===== config.mk =====
export PLATFORM = sky130hd
export DESIGN_NAME = cache_miss_arbiter
export DESIGN_NICKNAME = d
export VERILOG_FILES = /design/src/rtl/cache_pkg.sv /design/src/rtl/cache_miss_arbiter_fill_counter.sv /design/src/rtl/cache_miss_arbiter.sv
export SDC_FILE = /design/constraint.sdc
export NUM_CORES = 1
export LEC_CHECK = 0
export CORE_MARGIN = 4
export CORE_UTILIZATION = 29
export DETAILED_ROUTE_END_ITERATION = 16
export GPL_TIMING_DRIVEN = 0
export PLACE_DENSITY = 0.76
export SYNTH_ARGS = -nofsm -noshare
export SYNTH_HDL_FRONTEND = slang
export SYNTH_SLANG_ARGS = --single-unit

===== constraint.sdc =====
create_clock -name clk -period 2.4 [get_ports clk]
set_input_delay 0.72 -clock clk [delete_from_list [all_inputs] [get_ports clk]]
set_output_delay 0.72 -clock clk [all_outputs]
set_load 0.01 [all_outputs]

===== src/rtl/cache_pkg.sv =====
// Shared types and constants for the cache miss arbiter slice.
package cache_pkg;

  localparam int unsigned DATA_W            = 16;
  localparam int unsigned BLOCK_OFFSET_BITS = 4;
  localparam int unsigned WORDS_PER_BLOCK   = 8;
  localparam int unsigned WORD_IDX_W        = $clog2(WORDS_PER_BLOCK);

  typedef enum logic [1:0] {
    IDLE  = 2'd0,
    FILL  = 2'd1,
    DRAIN = 2'd2
  } state_t;

  typedef enum logic {
    OWN_IC = 1'b0,
    OWN_DC = 1'b1
  } owner_t;

endpackage


===== src/rtl/cache_miss_arbiter_fill_counter.sv =====
// Small word counter used to track issued and received block words.
module fill_counter #(
  parameter int unsigned WIDTH = 3
) (
  input  logic             clk,
  input  logic             rst_n,
  input  logic             clear,
  input  logic             inc,
  output logic [WIDTH-1:0] count,
  output logic             done
);

  // Count events; clear wins over increment.
  always_ff @(posedge clk or negedge rst_n) begin
    if (!rst_n) begin
      count <= '0;
    end else if (clear) begin
      count <= '0;
    end else if (inc) begin
      count <= count + WIDTH'(1);
    end
  end

  // Flag the last index so the next event completes the block.
  assign done = (count == '1);

endmodule


===== src/rtl/cache_miss_arbiter.sv =====
// Miss handler between the split caches and the shared pipelined main memory.
// Arbitrates D-miss > D-store > I-miss, fetches whole blocks and drives stalls.
module cache_miss_arbiter
  import cache_pkg::*;
#(
  parameter int unsigned ADDR_W = 16
) (
  input  logic                  clk,
  input  logic                  rst_n,
  input  logic                  ic_miss,
  input  logic [ADDR_W-1:0]     ic_miss_addr,
  input  logic                  dc_miss,
  input  logic [ADDR_W-1:0]     dc_miss_addr,
  input  logic                  dc_wr_req,
  input  logic [ADDR_W-1:0]     dc_wr_addr,
  input  logic [DATA_W-1:0]     dc_wr_data,
  output logic                  mem_enable,
  output logic                  mem_wr,
  output logic [ADDR_W-1:0]     mem_addr,
  output logic [DATA_W-1:0]     mem_wdata,
  input  logic                  mem_data_valid,
  input  logic [DATA_W-1:0]     mem_rdata,
  output logic [DATA_W-1:0]     fill_data,
  output logic [WORD_IDX_W-1:0] fill_word,
  output logic                  ic_fill_we,
  output logic                  dc_fill_we,
  output logic                  ic_tag_we,
  output logic                  dc_tag_we,
  output logic [ADDR_W-1:0]     tag_addr,
  output logic                  dc_wr_ack,
  output logic                  ic_stall,
  output logic                  dc_stall
);

  state_t                  state;
  owner_t                  owner;
  logic [ADDR_W-1:0]       base;

  logic [WORD_IDX_W-1:0]   issued;
  logic [WORD_IDX_W-1:0]   received;
  logic                    issuedDone;
  logic                    receivedDone;

  logic                    idle;
  logic                    grantDc;
  logic                    grantIc;
  logic                    storeGo;
  logic                    issueGo;
  logic                    returnGo;
  logic                    lastIssue;
  logic                    lastReturn;
  logic                    clrCnt;

  // Arbitration and per-cycle event decode.
  always_comb begin
    idle       = (state == IDLE);
    grantDc    = idle & dc_miss;
    storeGo    = idle & ~dc_miss & dc_wr_req;
    grantIc    = idle & ~dc_miss & ~dc_wr_req & ic_miss;
    issueGo    = (state == FILL);
    returnGo   = ~idle & mem_data_valid;
    lastIssue  = issueGo & issuedDone;
    lastReturn = returnGo & receivedDone;
    clrCnt     = grantDc | grantIc | lastReturn;
  end

  fill_counter #(.WIDTH(WORD_IDX_W)) issuedCnt (
    .clk   (clk),
    .rst_n (rst_n),
    .clear (clrCnt),
    .inc   (issueGo),
    .count (issued),
    .done  (issuedDone)
  );

  fill_counter #(.WIDTH(WORD_IDX_W)) receivedCnt (
    .clk   (clk),
    .rst_n (rst_n),
    .clear (clrCnt),
    .inc   (returnGo),
    .count (received),
    .done  (receivedDone)
  );

  // Block-fill sequencer: latch owner and block base on grant, return to IDLE on the last word.
  always_ff @(posedge clk or negedge rst_n) begin
    if (!rst_n) begin
      state <= IDLE;
      owner <= OWN_IC;
      base  <= '0;
    end else begin
      case (state)
        IDLE: begin
          if (grantDc) begin
            state <= FILL;
            owner <= OWN_DC;
            base  <= {dc_miss_addr[ADDR_W-1:BLOCK_OFFSET_BITS], {BLOCK_OFFSET_BITS{1'b0}}};
          end else if (grantIc) begin
            state <= FILL;
            owner <= OWN_IC;
            base  <= {ic_miss_addr[ADDR_W-1:BLOCK_OFFSET_BITS], {BLOCK_OFFSET_BITS{1'b0}}};
          end
        end
        FILL: begin
          if (lastReturn) begin
            state <= IDLE;
          end else if (lastIssue) begin
            state <= DRAIN;
          end
        end
        DRAIN: begin
          if (lastReturn) begin
            state <= IDLE;
          end
        end
        default: state <= IDLE;
      endcase
    end
  end

  // Outputs decode from state and inputs so store acks and fill writes land in the request cycle.
  always_comb begin
    mem_enable = storeGo | issueGo;
    mem_wr     = storeGo;
    mem_addr   = '0;
    mem_wdata  = '0;
    if (storeGo) begin
      mem_addr  = dc_wr_addr;
      mem_wdata = dc_wr_data;
    end else if (issueGo) begin
      mem_addr = base + ADDR_W'({issued, 1'b0});
    end

    dc_wr_ack  = storeGo;

    fill_data  = returnGo ? mem_rdata : '0;
    fill_word  = returnGo ? received : '0;
    ic_fill_we = returnGo & (owner == OWN_IC);
    dc_fill_we = returnGo & (owner == OWN_DC);
    ic_tag_we  = lastReturn & (owner == OWN_IC);
    dc_tag_we  = lastReturn & (owner == OWN_DC);
    tag_addr   = lastReturn ? base : '0;

    ic_stall   = ic_miss | (~idle & (owner == OWN_IC));
    dc_stall   = dc_miss | (dc_wr_req & ~storeGo) | (~idle & (owner == OWN_DC));
  end

endmodule


==> key figures <==
Logic synthesis
  • Yosys warnings: 0
  • Post-synth top area share: 0.306
  • Post-synth top area cell: dfrtp_1
  • Top_reg_cell synth: dfrtp_1
  • Top post-synthesis cells by count: and2_1 (37), dfrtp_1 (21), a22o_1 (15)
  • Distinct cell type count of the synthesized netlist: 31
  • Cell with the most instances after synthesis: and2_1
  • Syn Std Cell Area: between 1500 and 2000 sq um
  • Asr flop ratio synth: 1.00
  • Synth area leaders: dfrtp_1 (31%), and2_1 (13%), mux2_2 (9.2%)
  • Avg Cell Area, Syn: around 10 sq um
  • Sequential share of the synthesized area: 0.306
  • Post-synth EDFFs: 0
  • Post-Syn Instances: approximately 170
  • Seq cells post-synth: 21

Floorplanning
  • Initial core utilization: 0.306
  • Chip width: approximately 85 microns
  • I/O Pins: roughly 160
  • Die Y-Extent: 84.9 microns
  • Core area: 5610 sq um
  • Rows: 27
  • Full die area: slightly above 7000 sq um

Detailed routing
  • Wl on met1: 2.55 mm
  • WL met2: 3.10 mm
  • DRT iter0 DRCs: 35
  • Wire per inst: around 15 microns
  • Routed length on met3: roughly 520 microns
  • Via-to-Cell Ratio: 4.56
  • DRC: 0
  • Routed vias: ~1,900
  • Antenna Violating Nets Remaining: 0
  • TritonRoute pass-1 iters: 4
  • Wirelength, routed: 6.20 mm
  • Highest metal used: met4

Power and ir drop
  • Power Density: about 760 nW/um^2
  • Comb power frac: 0.634
  • P_leak: roughly 0.0017 uW
  • Clock Power Share: 0.094
  • Switch Pwr: 946 uW
  • Internal power: roughly 1500 uW
  • Peak VDD IR: 0.000508 V
  • Switching Share: 0.379
  • Flop pwr share: 0.272

Setup path
  • CP endpoint: dc_wr_ack
  • Crit-path leading delay family: buffers and inverters
  • Crit path max-delay cell type: dlygate4sd2_1
  • Startpoint types: primary input
  • CP Launch Point: dc_miss
  • Crit path cell chain: buf_12, nor4b_4, buf_4, buf_6, dlygate4sd2_1
  • Reg2Reg Setup Slack: roughly 0.9 ns
  • CP arrival: ~1.7 ns
  • Worst path depth: 5
  • Worst Setup End Kind: primary output
  • Worst path bufs/invs: 4
  • Critical path's largest stage delay: 0.26 ns
  • Worst r2r src: state[0]
  • CP Class: in -> out
  • WP data required: ~1.7 ns
  • FF-to-FF path depth: 4
  • RR Endpoint: base[8]
  • Max FO, Critical Path: 7

Place
  • Placed Cells: 394
  • Placer Congestion: approximately 0.80
  • Placed cell area: roughly 3300 sq um
  • DPL Wire Length: 4.93 mm
  • IO Port Bufs: 148

Final layout
  • Nets@finish: around 430
  • Fill cells: about 510
  • Diodes inserted: 0
  • Multi-input logic area: between 1000 and 1500 sq um
  • Share of layout cells above drive strength 1: 0.359
  • Final Instance Area: between 3000 and 4000 sq um
  • Finished Layout Cells: slightly above 400
  • Register area: 528 sq um
  • Syn-to-layout area delta: 91.8%

Timing
  • Min Clock Period, post-route: between 2 and 2.5 ns
  • Hold Vio Cnt, Final: 0
  • Setup violations, final: 0
  • Unrepaired setup endpoints after global routing: true
  • Clock Skews: 0.00601 ns
  • Fmax: 422 MHz
  • Hold WS: 0.539 ns
  • Max-slew violation count: 0
  • Worst slew margin: 0.336
  • Slew @ Worst Pin: roughly 0.99 ns
  • Period utilization: 0.988

Clock network
  • CTS Buffer Depth: 2
  • CTS tree: done
  • Clock transition at path regs: about 0.08 ns
  • Worst-Skew Late Latency: between 0.2 and 0.3 ns
  • H-tree levels: 1
  • Hold Buf Count CTS: 0
  • CTS Sinks: 21
  • Clock root cell: clkbuf_8
  • Num CTS Buffers: 3

GRT
  • Gr usage total: 0.161
  • Pin count of the biggest net entering global routing: 22
  • Initial antenna violation count: 0
  • Remaining Overflow, GRT: 0
  • Global-route wire length before repair: 9.44 mm
  • Vias in the first global route: between 1,500 and 2,000

Run status
  • Outcome: finished, final reports clean

Run
  • Max cap viols: 0

Worst hold path
  • Worst Hold Class: reg -> reg
-- area by class of cell --
| class | count | area share |
|---|---|---|
| repair buffers | 164 | 0.418 |
| multi-input cells | 133 | 0.329 |
| flip-flops and latches | 21 | 0.160 |
| plain buffers | 16 | 0.0490 |
| well taps | 72 | 0.0274 |
| clock buffers | 3 | 0.0125 |
| inverters | 2 | 0.00228 |
| clock inverters | 1 | 0.00152 |
-- power by group through the flow --
stage,combinational (uW),clock (uW),sequential (uW)
after global routing,1720,257,710
after global placement,1710,0,675
after CTS,1590,239,680
after floorplan,952,0,636
final,1580,235,678
after detailed placement,1730,0,683
-- through the flow --
step | power [uW] | setup WS, ns | utilization | TNS [ns]
CTS | 2510 | -0.00204 | 0.582 | -0.00270
global placement | 2390 | -1.05 | 0.588 | -60.77
floorplan | 1590 | 0.101 | - | 0
detailed placement | 2420 | -1.06 | 0.588 | -61.65
finish | 2490 | 0.0288 | 0.587 | 0
global route | 2690 | -0.0218 | 0.587 | -0.0886
-- state kept, by name, summed over array words and instances, names as in the netlist --
signal,flops
state,2
issuedCnt.count,3
receivedCnt.count,3
owner,1
base,12
-- routing by layer --
metal,GRT usage,vias to the layer above
li1,-,920
met1,0.197,869
met2,0.296,88
met3,0.0379,2
met4,0.0173,0
met5,0,-
-- timing repair --
item / 4_1_cts / 5_1_grt
gates cloned: 3 / 0
buffers inserted: 10 / 3
setup endpoints to repair: 72 / 37
pin swaps: 5 / 2
resized for setup: 233 / 29
-- cells in the final DEF, fill, tap and decap left out, types with 2 or more instances in the layout --
cell,n
nor3_2,2
inv_1,2
buf_6,11
mux2_4,10
ha_1,2
dfrtp_2,2
a22o_1,15
clkbuf_2,4
buf_2,45
and2_1,36
dlygate4sd2_1,10
o21bai_1,2
mux2_2,14
dfrtp_1,19
nor2_1,6
clkdlybuf4s50_1,74
clkbuf_8,5
nand2_1,5
and3_1,12
nand3b_1,2
nor2b_1,2
buf_4,18
clkdlybuf4s15_1,12
dlymetal6s2s_1,2
mux2i_1,2
a21oi_1,4
conb_1,4
-- how the worst min path moves through the flow --
| stage | from | end | slack [ns] | cells past startpoint |
|---|---|---|---|---|
| after floorplan | rst_n | base[10] | 0.42 | 0 |
| after global placement | base[6] | base[6] | 0.52 | 1 |
| after detailed placement | base[6] | base[6] | 0.52 | 1 |
| after CTS | base[6] | base[6] | 0.54 | 1 |
| after global routing | base[6] | base[6] | 0.54 | 1 |
| final | base[11] | base[11] | 0.54 | 1 |
-- kinds of logic (layout without fill, tap and decap cells) --
kind of cell | Yosys count | count (layout) | share of synthesized area
buffers and inverters | 20 | 186 | 0.0861
DFF | 21 | 21 | 0.306
and+or+nand+nor | 72 | 72 | 0.263
adders and majority gates | 4 | 4 | 0.0292
xor gates and xnor gates | 1 | 1 | 0.00511
AOI/OAI and AO/OA | 26 | 26 | 0.117
muxes | 26 | 26 | 0.191
other | 1 | 4 | 0.00219
No activity file was read; power rests on OpenSTA's default activity.
